===== src/rtl/lavg_pkg.sv =====
`default_nettype none
// ============================================================================
// Module   : lavg_pkg
// Brief    : Shared types and width helpers for the local average filter.
// Revision : 3.0
// ============================================================================
package lavg_pkg;

  typedef enum logic [0:0] {
    EDGE_ZERO      = 1'b0,
    EDGE_REPLICATE = 1'b1
  } edge_mode_e;

  function automatic int lavg_window(input int radius);
    return 2 * radius;
  endfunction

  function automatic int lavg_shift(input int radius);
    return $clog2(2 * radius);
  endfunction

  function automatic int lavg_sum_w(input int pix_w, input int radius);
    return pix_w + $clog2(2 * radius);
  endfunction

  function automatic int lavg_col_w(input int line_width);
    return $clog2(line_width);
  endfunction

  // True when the window length is a non-zero power of two.
  function automatic bit lavg_window_ok(input int window);
    return (window > 0) && ((window & (window - 1)) == 0);
  endfunction

endpackage
`default_nettype wire


===== src/rtl/line_position_counter.sv =====
`default_nettype none
// ============================================================================
// Module   : line_position_counter
// Brief    : Column tracker; flags the pixel that opens a line (column 0 or SOF).
// Revision : 3.0
// ============================================================================
module line_position_counter
  import lavg_pkg::*;
#(
  parameter int LINE_WIDTH = 640,
  parameter int COL_W      = lavg_col_w(LINE_WIDTH)
) (
  input  logic             clk,
  input  logic             reset,
  input  logic             valid,
  input  logic             sof,
  output logic [COL_W-1:0] column,
  output logic             line_start_now
);

  logic [COL_W-1:0] r_column;
  logic [COL_W-1:0] w_eff_col;

  // SOF pins the current pixel to column 0, so the following one lands on 1.
  assign w_eff_col      = sof ? '0 : r_column;
  assign line_start_now = valid && ((r_column == '0) || sof);
  assign column         = r_column;

  always_ff @(posedge clk or negedge reset) begin
    if (!reset) begin
      r_column <= '0;
    end else if (valid) begin
      if (w_eff_col == COL_W'(LINE_WIDTH - 1)) begin
        r_column <= '0;
      end else begin
        r_column <= w_eff_col + 1'b1;
      end
    end
  end

endmodule
`default_nettype wire


===== src/rtl/local_average_filter_v3.sv =====
`default_nettype none
// ============================================================================
// Module   : local_average_filter_v3
// Brief    : Causal line-aware moving average over the last 2*RADIUS pixels.
// Revision : 3.0
// ============================================================================
module local_average_filter_v3
  import lavg_pkg::*;
#(
  parameter int PIX_W      = 8,
  parameter int RADIUS     = 8,
  parameter int LINE_WIDTH = 640,
  parameter int EDGE_MODE  = 0,
  parameter int ROUND      = 0
) (
  input  logic             clk,
  input  logic             reset,
  input  logic [PIX_W:0]   pixel,
  input  logic             pixel_valid,
  output logic [PIX_W:0]   out_pixel,
  output logic             out_pixel_valid,
  output logic [PIX_W-1:0] local_average,
  output logic             local_average_valid,
  output logic             window_full,
  output logic             line_start
);

  localparam int c_WINDOW = lavg_window(RADIUS);
  localparam int c_SHIFT  = lavg_shift(RADIUS);
  localparam int c_SUM_W  = lavg_sum_w(PIX_W, RADIUS);
  localparam int c_COL_W  = lavg_col_w(LINE_WIDTH);
  localparam int c_FILL_W = $clog2(c_WINDOW + 1);
  localparam edge_mode_e      c_EDGE      = (EDGE_MODE != 0) ? EDGE_REPLICATE : EDGE_ZERO;
  localparam logic [c_SUM_W:0] c_ROUND_ADD = (ROUND != 0) ? (c_SUM_W + 1)'(c_WINDOW / 2) : '0;

  generate
    if (!lavg_window_ok(c_WINDOW) || (RADIUS < 1)) begin : g_bad_window
      $error("local_average_filter_v3: 2*RADIUS must be a power of two");
    end
  endgenerate

  logic [c_COL_W-1:0]  w_column;
  logic                w_line_start_now;
  logic [PIX_W-1:0]    w_grey;
  logic [PIX_W-1:0]    r_sreg      [c_WINDOW];
  logic [PIX_W-1:0]    w_sreg_next [c_WINDOW];
  logic [c_SUM_W-1:0]  r_sum;
  logic [c_SUM_W-1:0]  w_sum_next;
  logic [c_FILL_W-1:0] r_fill;
  logic [c_FILL_W-1:0] w_fill_next;
  logic [c_SUM_W:0]    w_round_sum;
  logic [PIX_W-1:0]    w_avg;
  logic                w_unused_bits;

  line_position_counter #(
    .LINE_WIDTH (LINE_WIDTH),
    .COL_W      (c_COL_W)
  ) u_line_position_counter (
    .clk            (clk),
    .reset          (reset),
    .valid          (pixel_valid),
    .sof            (pixel[PIX_W]),
    .column         (w_column),
    .line_start_now (w_line_start_now)
  );

  assign w_grey = pixel[PIX_W-1:0];

  always_comb begin
    w_sreg_next = r_sreg;
    w_sum_next  = r_sum;
    w_fill_next = r_fill;
    if (w_line_start_now) begin
      if (c_EDGE == EDGE_REPLICATE) begin
        for (int i = 0; i < c_WINDOW; i++) begin
          w_sreg_next[i] = w_grey;
        end
        w_sum_next  = {w_grey, {c_SHIFT{1'b0}}};
        w_fill_next = c_FILL_W'(c_WINDOW);
      end else begin
        for (int i = 0; i < c_WINDOW; i++) begin
          w_sreg_next[i] = '0;
        end
        w_sreg_next[0] = w_grey;
        w_sum_next     = c_SUM_W'(w_grey);
        w_fill_next    = c_FILL_W'(1);
      end
    end else begin
      w_sreg_next[0] = w_grey;
      for (int i = 1; i < c_WINDOW; i++) begin
        w_sreg_next[i] = r_sreg[i-1];
      end
      // The sum always contains the oldest entry, so this never underflows.
      w_sum_next  = r_sum + c_SUM_W'(w_grey) - c_SUM_W'(r_sreg[c_WINDOW-1]);
      w_fill_next = (r_fill == c_FILL_W'(c_WINDOW)) ? r_fill : r_fill + 1'b1;
    end
  end

  assign w_round_sum   = {1'b0, w_sum_next} + c_ROUND_ADD;
  assign w_avg         = w_round_sum[c_SHIFT +: PIX_W];
  assign w_unused_bits = ^{w_round_sum[c_SUM_W], w_round_sum[c_SHIFT-1:0], w_column};

  // Window state only advances on valid pixels; gaps do not age it.
  always_ff @(posedge clk or negedge reset) begin
    if (!reset) begin
      for (int i = 0; i < c_WINDOW; i++) begin
        r_sreg[i] <= '0;
      end
      r_sum  <= '0;
      r_fill <= '0;
    end else if (pixel_valid) begin
      r_sreg <= w_sreg_next;
      r_sum  <= w_sum_next;
      r_fill <= w_fill_next;
    end
  end

  always_ff @(posedge clk or negedge reset) begin
    if (!reset) begin
      out_pixel           <= '0;
      out_pixel_valid     <= 1'b0;
      local_average       <= '0;
      local_average_valid <= 1'b0;
      window_full         <= 1'b0;
      line_start          <= 1'b0;
    end else begin
      out_pixel_valid     <= pixel_valid;
      local_average_valid <= pixel_valid;
      line_start          <= w_line_start_now;
      if (pixel_valid) begin
        out_pixel     <= pixel;
        local_average <= w_avg;
        window_full   <= (w_fill_next == c_FILL_W'(c_WINDOW));
      end
    end
  end

endmodule
`default_nettype wire

===== config.mk =====
export PLATFORM = sky130hd
export DESIGN_NAME = local_average_filter_v3
export DESIGN_NICKNAME = d
export VERILOG_FILES = /design/src/rtl/lavg_pkg.sv /design/src/rtl/line_position_counter.sv /design/src/rtl/local_average_filter_v3.sv
export SDC_FILE = /design/constraint.sdc
export NUM_CORES = 1
export LEC_CHECK = 0
export CAP_MARGIN = 30
export CORE_UTILIZATION = 68
export CTS_CLUSTER_DIAMETER = 100
export DETAILED_ROUTE_END_ITERATION = 10
export DONT_BUFFER_PORTS = 1
export GPL_TIMING_DRIVEN = 1
export PLACE_DENSITY_LB_ADDON = 0.2
export SYNTH_ARGS = -nofsm -noshare
export SYNTH_HDL_FRONTEND = slang
export SYNTH_SLANG_ARGS = --single-unit

===== constraint.sdc =====
create_clock -name clk -period 5.2 [get_ports clk]
set_input_delay 0.52 -clock clk [delete_from_list [all_inputs] [get_ports clk]]
set_output_delay 0.52 -clock clk [all_outputs]
set_load 0.03 [all_outputs]

-- Yosys cells after proc, flatten, opt, wreduce, memory -nomap -nowiden
Cells that the tools add are included.
- logic and storage cells: 40
- register bits: 175
- input port bits: 12
- equal/unequal tests: 3
- muxes and demuxes: 6
- add/sub/neg operators: 4
- reduce and logical (&&, ||, !) cells: 3
- operator list (cell ; number):
    2-to-1 mux 120 bit ; 1
    2-to-1 mux 10 bit ; 2
    adder 12 x 8 -> 12 bit ; 1
    2-to-1 mux 12 bit ; 1
    subtractor 12 x 8 -> 12 bit ; 1
    adder 10 x 1 -> 10 bit, second input constant ; 1
    equality test 10 bit, second input constant ; 1
    equality test 5 bit, second input constant ; 2
    logical NOT 10 bit ; 1
    2-to-1 mux 5 bit ; 2
    adder 5 x 1 -> 5 bit, second input constant ; 1
    logical AND 1 bit ; 1
    logical OR 1 bit ; 1

-- Depth between registers and ports, before layout
Gate-level depths: netlist of the first run.
- depth after elaboration: 5
- mapped depth: 11

-- Modules after synthesis
From an unflattened synthesis of the first run, not the netlist that was laid out.
- cell total of the unflattened synthesis: 804
- area, all modules: 7677.4 sq um
- modules (own cells, without submodules) (module ; area an instance (sq um) ; times used ; cells an instance):
    local_average_filter_v3 ; 7060.5 ; 1 ; 737
    line_position_counter ; 616.8 ; 1 ; 67

-- Least setup slack after synthesis of the first run
OpenSTA, ideal clock, no wires.
- kind: input -> register
- start point: input pixel[1]
- end point: register r_sum[10]
- path slack: 2507 ps
- cell stages on the path: 10
- arrival: 2559 ps
- path buffers: 0
- cell sequence: inv_1 fa_1 inv_1 fa_1 a21o_1 a21oi_2 o211ai_1 a211oi_2 xor2_1 o31ai_1
- cells in the longest elaborated chain, start to end: 3
- ends and longest elaborated chain (what ; RTL line ; RTL):
    from (decl) ; local_average_filter_v3.sv:18 ; input logic [PIX_W:0] pixel,
    adder 12 x 8 -> 12 bit ; local_average_filter_v3.sv:94 ; w_sum_next = r_sum + c_SUM_W'(w_grey) - c_SUM_W'(r_sreg[c_WINDOW-1]);
    subtractor 12 x 8 -> 12 bit ; local_average_filter_v3.sv:94 ;
    2-to-1 mux 12 bit ; local_average_filter_v3.sv:73 ; if (w_line_start_now) begin
    to (signal assigned) ; local_average_filter_v3.sv:113 ; r_sum <= w_sum_next;
    to (decl) ; local_average_filter_v3.sv:47 ; logic [c_SUM_W-1:0] r_sum;
No other way between the ends.
A chain may end at the register's enable or synchronous reset.

-- Worst setup path in the final report of the first run
- start point: register r_sreg[1] in the netlist's numbering
- end point: register r_sum[10]
- cells in the longest elaborated chain, start to end: 2
- ends and longest elaborated chain (what ; RTL line ; RTL):
    from (decl) ; local_average_filter_v3.sv:45 ; logic [PIX_W-1:0] r_sreg [c_WINDOW];
    from (signal assigned) ; local_average_filter_v3.sv:112 ; r_sreg <= w_sreg_next;
    subtractor 12 x 8 -> 12 bit ; local_average_filter_v3.sv:94 ;
    2-to-1 mux 12 bit ; local_average_filter_v3.sv:73 ;
No other way between the ends.

==> impl_metrics.py, run 1 <==
metrics = {
    "finish": {
        "finish.utilization_pct": 75.9,
        "final_cell_mix": "159 x dfrtp_1, 136 x nand2_1, 122 x o2bb2ai_1",
        "layout-drive-gt1-share_pct": 8.18,
        "design_area_sq_um": 7940,
        "multi_input_area_sq_um": 2990,
        "area_growth_pct": 6.39,
        "num_antenna_cells": 0,
        "final_common_cell": "dfrtp_1",
        "fill_cells": 664,
        "nNetsFinal": 694,
        "seq_area_sq_um": 3980,
    },
    "global_routing": {
        "first_global_vias": 5074,
        "grt.total_usage_pct": 27.3,
        "antenna_found_initial": 0,
        "grt_overflow": 0,
        "grt_pass1_wl_um": 24400,
        "grt_max_degree": 160,
    },
    "sta": {
        "slew_headroom_pct": 39.6,
        "worst_pin_slew_ns": 0.907,
        "setup_violations": 0,
        "hold_viol_final": 4,
        "max_clock_freq_mhz": 355,
        "whs_ns": -0.0133,
        "period_share_pct": 54.2,
        "skew_ns": 0.00833,
        "period_minus_slack_ns": 2.82,
        "rsz0062_at_grt": "no",
        "tns_ns": 0,
        "slew_viol_final": 0,
        "setup_ws_ns": 2.38,
    },
    "clock_tree": {
        "cts_tree": "built",
        "cts_buffers": 17,
        "clockRootBuffer": "clkbuf_8",
        "worstSkewPairLatency_ns": 0.53,
        "cts_sinks": 159,
        "cts_resized": 0,
        "h-tree-depth": 4,
        "clock_path_buffers": 2,
        "clk_pin_slew_ns": 0.07,
    },
    "job": {
        "drv_cap": 0,
    },
    "setup_path": {
        "endpoint_kind": "flop",
        "r2r-start": "r_sreg[1]$_DFFE_PN0P_",
        "startpoint": "r_sreg[1]$_DFFE_PN0P_",
        "crit_fanout": 3,
        "slowest_stage": "fa_1",
        "path_cells": "fa_1 -> inv_1 -> fa_1 -> a21o_1 -> a21oi_2 -> o211ai_1 -> a211oi_2 -> xor2_1 -> o31ai_1",
        "start_kind": "flop",
        "path_common_cell": "fa_1",
        "reg2reg_slack_ns": 2.38,
        "slowest_delay_ns": 0.51,
        "critical-path-top-delay-family": "compound AO/OA/AOI/OAI gates",
        "critPathBufInv": 1,
        "required_ns": 5.58,
        "arrival_ns": 3.20,
        "path_class": "reg -> reg",
    },
    "power": {
        "power_uw": 3280,
        "comb_power_share_pct": 19.2,
        "seqPwrFrac_pct": 43.1,
        "switchingPower_uw": 1020,
        "pwr-share-clk_pct": 37.7,
        "sw_frac_of_total_pct": 31.2,
        "internal_power_uw": 2250,
        "power.density_nw_per_um2": 413,
        "power.static_leakage_uw": 0.00337,
        "vdd_drop_max_v": 0.000339,
    },
    "yosys": {
        "synth.distinct_cells": 51,
        "synth_seq_area_share_pct": 53.3,
        "syn-num-nets": 736,
        "ys_seq_elements": 159,
        "synth_ff_type": "dfrtp_1",
        "yosysWarningCount": 0,
        "synthCells": 701,
        "syn-mean-instance-area_sq_um": 10.6,
        "synth-edff-count": 0,
        "netlist_area_sq_um": 7460,
        "ys_async_sr_fraction_pct": 100,
    },
    "placement": {
        "routabilityCongestion": 0.893,
        "place_ws_ns": 2.22,
        "dpl_cell_area_sq_um": 7310,
        "dp_hpwl_um": 8100,
        "numPortBuffers": 0,
    },
    "detailed_routing": {
        "viasPerCell": 6.32,
        "dr.pass1.iters": 5,
        "first_iter_violations": 590,
        "wl_per_cell_um": 17.5,
        "ant_nets": 0,
        "totalWireLength_um": 14200,
        "drc": 0,
        "vias": 5110,
    },
    "die": {
        "dieArea_sq_um": 11400,
        "die_y_um": 107,
        "core_area_sq_um": 10500,
        "initial_core_util_pct": 71.3,
        "rows": 37,
        "dieWidth_um": 107,
        "boundaryPins": 33,
    },
    "status": {
        "failed_checks": "hold timing",
        "status": "complete, but fails checks",
    },
    "min_path": {
        "hp-class": "in -> async",
    },
}
-- logic make-up (layout without fill, tap and decap cells) --
| logic type | Yosys count | count (layout) | synth area share [%] |
|---|---|---|---|
| AOI/OAI and AO/OA | 195 | 195 | 21.1 |
| xor gates and xnor gates | 10 | 10 | 1.17 |
| adders and majority gates | 23 | 23 | 4.66 |
| buffers and inverters | 106 | 77 | 6.81 |
| DFF | 159 | 159 | 53.3 |
| muxes | 13 | 13 | 1.91 |
| and+or+nand+nor | 195 | 195 | 11.0 |
-- worst paths after layout --
check | end | cells after the start
min in group clk | u_line_position_counter.column[4]$_DFFE_PN0P_ | 1
hold / removal | r_sum[10]$_DFFE_PN0P_ | 1
setup reg to reg | r_sum[10]$_DFFE_PN0P_ | 9
setup / recovery | r_sum[10]$_DFFE_PN0P_ | 9
hold reg to reg | r_sreg[37]$_DFFE_PN0P_ | 1
max in group asynchronous | r_sreg[18]$_DFFE_PN0P_ | 1
-- power by group through the flow --
stage | Sequential (uW) | Clock (uW) | Combinational, uW
after CTS | 1410 | 1250 | 621
after global routing | 1420 | 1300 | 699
after global placement | 1430 | 0 | 542
after detailed placement | 1430 | 0 | 587
final | 1410 | 1240 | 630
after floorplan | 1360 | 0 | 606
-- flip-flops by register name, indices dropped and copies added (netlist names) --
register and count:
line_start 1, local_average_valid 1, out_pixel 2, r_fill 5
r_sreg 127, r_sum 12, u_line_position_counter.column 10, window_full 1
-- stage by stage --
| stage | std cells | hold WS [ns] |
|---|---|---|
| global placement | 774 | 0.228 |
| finish | 808 | -0.0133 |
| CTS | 807 | 0.00453 |
| floorplan | 701 | 0.224 |
| detailed placement | 774 | 0.228 |
| global route | 808 | 0.0464 |
-- layout make-up --
| class | count | area share (%) |
|---|---|---|
| Clock buffer | 19 | 5.56 |
| Sequential cell | 159 | 50.1 |
| Multi-Input combinational cell | 436 | 37.6 |
| Clock inverter | 13 | 1.92 |
| Inverter | 41 | 1.97 |
| Tap cell | 136 | 2.14 |
| Timing Repair Buffer | 4 | 0.662 |
-- worst reg2reg max path, stage by stage, from the launching register on --
cell	delay, ns
dfrtp_1	0.40
fa_1	0.51
inv_1	0.07
fa_1	0.46
a21o_1	0.19
a21oi_2	0.21
o211ai_1	0.23
a211oi_2	0.34
xor2_1	0.19
o31ai_1	0.08
-- timing repair --
item	CTS	global route
endpoints found under the hold margin	159	1
buffers inserted	0	0
hold buffers	1	1
-- Yosys cell counts (6+ instances only) --
library cell	n	area, sq um
o21ai_0	16	80.1
inv_1	40	150
nand2_1	136	510
dfrtp_1	159	3980
ha_1	15	188
buf_4	25	188
a21oi_1	17	85.1
buf_2	7	35.0
mux2_2	10	113
xnor2_1	6	52.6
nor2_1	24	90.1
clkbuf_1	30	113
fa_1	8	160
o2bb2ai_1	122	1070
nor2b_1	7	43.8
nand3_1	8	40.0
-- routing by layer --
layer  global-route usage [%]  up-vias  part of all wire, %
li1                         -     2366                    -
met1                     36.6     2618                   45
met2                     43.6      106                   50
met3                     7.11       20                  3.9
met4                     9.30        0                  1.4
met5                        0        -                    0
(Power assumes the default switching activity.)
==> run 2, diff against run 1 <==
Settings changed: CORE_UTILIZATION 68 to 57.
Clock period 5.2 ns to 2.5 ns, I/O delays scaled along.
==> run 2 against run 1 <==
Setup slack worse by 2.4 ns. Sequential share of layout area down 5.5 points. Sequential cell count unchanged. Power up 110%. Combinational power up 140%. Final cell count up 15%. Utilization down 5.5 points. Highest routed layer unchanged. Clock-buffer cell count down 1. The run ends with hold timing, setup timing left. Largest cell class unchanged. Maximum frequency up 12%. Design area up 12%.
==> impl_metrics.py, run 2 (synthesized netlist as in run 1, its figures left out) <==
metrics = {
    "finish": {
        "final_cells": 933,
        "final_common_cell": "dfrtp_1",
        "num_antenna_cells": 0,
        "nNetsFinal": 783,
        "largest-register": "r_sreg",
        "final_cell_mix": "159 x dfrtp_1, 136 x nand2_1, 122 x o2bb2ai_1",
        "multi_input_area_sq_um": 3040,
        "layout-drive-gt1-share_pct": 10.2,
        "area_growth_pct": 19.6,
        "largest_reg_flops": 127,
        "finish.utilization_pct": 70.4,
        "seq_area_sq_um": 3980,
        "fill_cells": 947,
    },
    "die": {
        "core_area_sq_um": 12700,
        "dieArea_sq_um": 13600,
        "rows": 41,
        "initial_core_util_pct": 58.9,
        "die_y_um": 116,
        "dieWidth_um": 116,
        "boundaryPins": 33,
    },
    "detailed_routing": {
        "vias": 5456,
        "wl_per_cell_um": 16.7,
        "ant_nets": 0,
        "totalWireLength_um": 15600,
        "dr.pass1.iters": 6,
        "drc": 0,
        "first_iter_violations": 552,
        "viasPerCell": 5.85,
    },
    "setup_path": {
        "r2r-start": "r_sum[1]$_DFFE_PN0P_",
        "reg2reg_to": "r_sum[10]$_DFFE_PN0P_",
        "crit_fanout": 3,
        "endpoint_kind": "flop",
        "critPathBufInv": 2,
        "reg2reg_slack_ns": -0.03,
        "reg2reg_depth": 10,
        "path_common_cell": "inv_2",
        "start_kind": "flop",
        "path_cells": "inv_2 -> fa_1 -> inv_2 -> fa_2 -> a21o_1 -> a21oi_2 -> o211ai_1 -> a211oi_2 -> xor2_1 -> o31ai_1",
        "critical-path-top-delay-family": "adder cells",
        "required_ns": 2.80,
        "path_class": "reg -> reg",
        "slowest_stage": "fa_1",
        "arrival_ns": 2.82,
        "slowest_delay_ns": 0.52,
    },
    "sta": {
        "rsz0062_at_grt": "yes",
        "setup_ws_ns": -0.0261,
        "worst_pin_slew_ns": 0.800,
        "period_share_pct": 101,
        "hold_viol_final": 159,
        "setup_violations": 1,
        "whs_ns": -0.477,
        "period_minus_slack_ns": 2.53,
        "max_clock_freq_mhz": 396,
        "slew_viol_final": 0,
        "skew_ns": 0.00812,
        "slew_headroom_pct": 46.5,
    },
    "placement": {
        "numPortBuffers": 0,
        "dp_hpwl_um": 7700,
        "routabilityCongestion": 0.888,
        "place_inst": 821,
        "place_ws_ns": -0.0853,
    },
    "power": {
        "power.density_nw_per_um2": 786,
        "power.static_leakage_uw": 0.00362,
        "vdd_drop_max_v": 0.000599,
    },
    "global_routing": {
        "grt_overflow": 0,
        "grt_max_degree": 160,
        "grt_pass1_wl_um": 26300,
        "grt.total_usage_pct": 25.0,
        "antenna_found_initial": 0,
        "first_global_vias": 5537,
    },
    "clock_tree": {
        "clockRootBuffer": "clkbuf_16",
        "clock_path_buffers": 2,
        "h-tree-depth": 4,
        "clk_pin_slew_ns": 0.07,
        "cts_buffers": 17,
        "cts_sinks": 159,
        "cts-hold-fix-buffers": 76,
        "cts_tree": "built",
        "worstSkewPairLatency_ns": 0.42,
    },
    "job": {
        "drv_cap": 0,
    },
    "status": {
        "failed_checks": "hold timing, setup timing",
        "status": "complete, but fails checks",
    },
    "min_path": {
        "hp-class": "in -> async",
    },
}
run 2: cell type report:
cell class	count	area share [%]
clock buffer	18	4.81
clock inverter	14	1.78
inverter	41	1.75
multi-input combinational	436	34.1
sequential	159	44.6
tap	172	2.41
timing repair buffer	93	10.6
run 2: layer usage:
layer	part of all wire, %	GRT usage, %	up-vias
met1	45	32.5	2760
li1	-	-	2547
met5	0	0	-
met2	50	41.6	120
met3	3.7	4.72	29
met4	1.9	10.0	0
run 2: how the worst max path moves through the flow:
| stage | startpoint | to | slack (ns) | depth (start not counted) |
|---|---|---|---|---|
| final | r_sum[1]$_DFFE_PN0P_ | r_sum[10]$_DFFE_PN0P_ | -0.03 | 10 |
| after global routing | r_sum[1]$_DFFE_PN0P_ | r_sum[10]$_DFFE_PN0P_ | -0.11 | 10 |
| after CTS | r_sum[1]$_DFFE_PN0P_ | r_sum[8]$_DFFE_PN0P_ | 0.0003 | 10 |
| after detailed placement | r_sreg[1]$_DFFE_PN0P_ | r_sum[10]$_DFFE_PN0P_ | -0.09 | 9 |
| after global placement | r_sreg[1]$_DFFE_PN0P_ | r_sum[10]$_DFFE_PN0P_ | -0.04 | 9 |
| after floorplan | r_sreg[1]$_DFFE_PN0P_ | r_sum[10]$_DFFE_PN0P_ | 0.02 | 9 |
run 2: report_power, final:
| group | total [uW] | internal, uW | switching, uW | leakage (uW) |
|---|---|---|---|---|
| registers | 2900 | 2700 | 202 | 0.00216 |
| clock network | 2580 | 1490 | 1090 | 0.000275 |
| logic | 1540 | 677 | 861 | 0.00118 |
run 2: timing repair:
item,CTS,global route
buffers inserted,3,1
pin swaps,13,9
hold endpoints to repair,293,159
setup endpoints to repair,4,9
resized for setup,5,6
run 2: through the flow:
step | setup TNS (ns) | cell area [sq um] | hold slack (ns) | power [uW]
6_report | -0.0261 | 8920 | -0.477 | 7010
5_1_grt | -0.376 | 8920 | -0.501 | 7330
4_1_cts | 0 | 8880 | -0.488 | 6970
3_5_place_dp | -0.165 | 7470 | -0.0422 | 4260
3_3_place_gp | -0.0492 | 7470 | -0.0421 | 4190
2_1_floorplan | 0 | 7460 | -0.0456 | 4090
==> run 3, diff against run 2 <==
Settings changed: CORE_MARGIN set to 4.
==> run 3 against run 2 <==
The flow still finishes with violations (hold timing, setup timing). Global-route usage down 1.5 points. Sequential share of layout area fell by 3.1 points. Sequential cell count unchanged. Maximum frequency decreased by 0.17%. Critical path depth up 1. Setup slack got worse by 0.0043 ns. Clock power is 4% higher. Power up 2.2%.
==> impl_metrics.py, run 3 (synthesized netlist as in run 1, its figures left out) <==
metrics = {
    "status": {
        "status": "complete, but fails checks",
        "failed_checks": "hold timing, setup timing",
    },
    "global_routing": {
        "antenna_found_initial": 0,
        "grt.total_usage_pct": 23.5,
        "first_global_vias": 5884,
        "grt_overflow": 0,
        "grt_max_degree": 160,
        "grt_pass1_wl_um": 28100,
    },
    "finish": {
        "final_cell_mix": "159 x dfrtp_1, 140 x dlygate4sd3_1, 136 x nand2_1",
        "finish.utilization_pct": 75.4,
        "largest-register": "r_sreg",
        "multi_input_area_sq_um": 3050,
        "layout-drive-gt1-share_pct": 10.2,
        "final_common_cell": "dfrtp_1",
        "fill_cells": 857,
        "final_cells": 999,
        "seq_area_sq_um": 3980,
        "nNetsFinal": 850,
        "area_growth_pct": 28.5,
        "largest_reg_flops": 127,
        "num_antenna_cells": 0,
    },
    "detailed_routing": {
        "route.met3.wl_um": 705,
        "vias": 5742,
        "dr.pass1.iters": 5,
        "first_iter_violations": 534,
        "wl_per_cell_um": 16.5,
        "wirelength_met1_um": 7100,
        "drc": 0,
        "ant_nets": 0,
        "wl_met2_um": 8330,
        "totalWireLength_um": 16500,
        "viasPerCell": 5.75,
        "top_layer": "met4",
    },
    "power": {
        "comb_power_share_pct": 22.4,
        "vdd_drop_max_v": 0.000515,
        "pwr-share-clk_pct": 37.4,
        "switchingPower_uw": 2140,
        "seqPwrFrac_pct": 40.2,
        "sw_frac_of_total_pct": 29.9,
        "internal_power_uw": 5020,
        "power.static_leakage_uw": 0.00372,
        "power.density_nw_per_um2": 747,
    },
    "die": {
        "rows": 41,
        "boundaryPins": 33,
        "die_y_um": 122,
        "core_area_sq_um": 12700,
        "initial_core_util_pct": 58.7,
        "dieWidth_um": 122,
        "dieArea_sq_um": 15000,
    },
    "sta": {
        "worst_pin_slew_ns": 0.526,
        "slew_headroom_pct": 65.0,
        "whs_ns": -0.484,
        "period_minus_slack_ns": 2.53,
        "rsz0062_at_grt": "yes",
        "setup_ws_ns": -0.0304,
        "hold_viol_final": 159,
        "max_clock_freq_mhz": 395,
        "period_share_pct": 101,
        "setup_violations": 3,
        "slew_viol_final": 0,
        "tns_ns": -0.0639,
        "skew_ns": 0.00907,
    },
    "clock_tree": {
        "worstSkewPairLatency_ns": 0.43,
        "cts_sinks": 159,
        "clock_path_buffers": 2,
        "clk_pin_slew_ns": 0.06,
        "h-tree-depth": 4,
        "clockRootBuffer": "clkbuf_16",
        "cts_tree": "built",
        "cts_buffers": 17,
    },
    "setup_path": {
        "endpoint_kind": "flop",
        "crit_fanout": 2,
        "path_class": "reg -> reg",
        "start_kind": "flop",
        "slowest_stage": "fa_1",
        "slowest_delay_ns": 0.52,
        "path_cells": "inv_2 -> fa_1 -> inv_2 -> ha_4 -> a211oi_4 -> buf_4 -> o211ai_1 -> a21oi_2 -> xnor2_1 -> a211oi_1 -> a21oi_1",
        "path_common_cell": "inv_2",
        "arrival_ns": 2.83,
        "required_ns": 2.80,
    },
    "placement": {
        "routabilityCongestion": 0.808,
        "place_inst": 822,
        "numPortBuffers": 0,
        "dp_hpwl_um": 8030,
    },
    "min_path": {
        "hp-class": "in -> async",
    },
    "job": {
        "drv_cap": 0,
    },
}
run 3: cell count changes in the layout (fill, tap and decap cells not counted), sizes merged:
cell         change
clkinv           -2
dlygate4sd3     +65
bufinv           +1
buf              +2
clkinvlp         +1
clkbuf           +1
inv              -2
run 3: what timing repair did:
action	CTS	global route
setup buffers	3	3
gates resized for setup	6	9
hold buffers	139	1
endpoints found under the hold margin	302	165
endpoints found under the setup margin	4	7
pin swaps	13	12
run 3: final cells by class:
cell class              count  area share, %
clock buffers              19           4.72
flip-flops and latches    159           41.5
well taps                 172           2.24
inverters                  41           1.63
repair buffers            160           16.4
clock inverters            12           1.66
multi-input cells         436           31.8
run 3: per-stage QoR:
step,hold slack [ns],setup WS [ns],total power (uW),area [sq um]
5_1_grt,-0.508,-0.171,7520,9590
2_1_floorplan,-0.0456,0.0238,4090,7460
6_report,-0.484,-0.0304,7160,9590
4_1_cts,-0.502,-0.00850,7080,9520
3_5_place_dp,-0.0420,-0.0826,4260,7470
3_3_place_gp,-0.0419,-0.0353,4200,7470
run 3: worst paths after layout:
path | start | to | slack (ns) | cells after the start
hold / removal | reset | r_fill[1]$_DFFE_PN0P_ | -0.48 | 0
max in group asynchronous | reset | r_sreg[72]$_DFFE_PN0P_ | 2.72 | 0
setup / recovery | r_sum[1]$_DFFE_PN0P_ | r_sum[7]$_DFFE_PN0P_ | -0.03 | 11
setup reg to reg | r_sum[1]$_DFFE_PN0P_ | r_sum[7]$_DFFE_PN0P_ | -0.03 | 11
hold reg to reg | r_sreg[73]$_DFFE_PN0P_ | r_sreg[73]$_DFFE_PN0P_ | 0.48 | 1
min in group clk | pixel[3] | r_sum[3]$_DFFE_PN0P_ | 0.02 | 2
run 3: layer usage:
metal	GRT usage (%)	vias up
met1	30.6	2897
met5	0	-
met3	6.08	41
met4	9.31	0
met2	37.9	119
li1	-	2685
run 3: worst max-delay path, delay by kind of cell (launching register included):
kind	cells	cell delay (ns)
AOI/OAI and AO/OA	5	0.93
xor gates and xnor gates	1	0.08
adders and majority gates	2	0.75
buffers and inverters	3	0.27
DFF	1	0.36
run 3: power by group through the flow:
stage	registers, uW	clock network (uW)	logic, uW
finish	2880	2680	1600
floorplan	2830	0	1260
CTS	2880	2730	1470
global placement	2920	0	1280
detailed placement	2920	0	1340
global route	2900	2850	1780
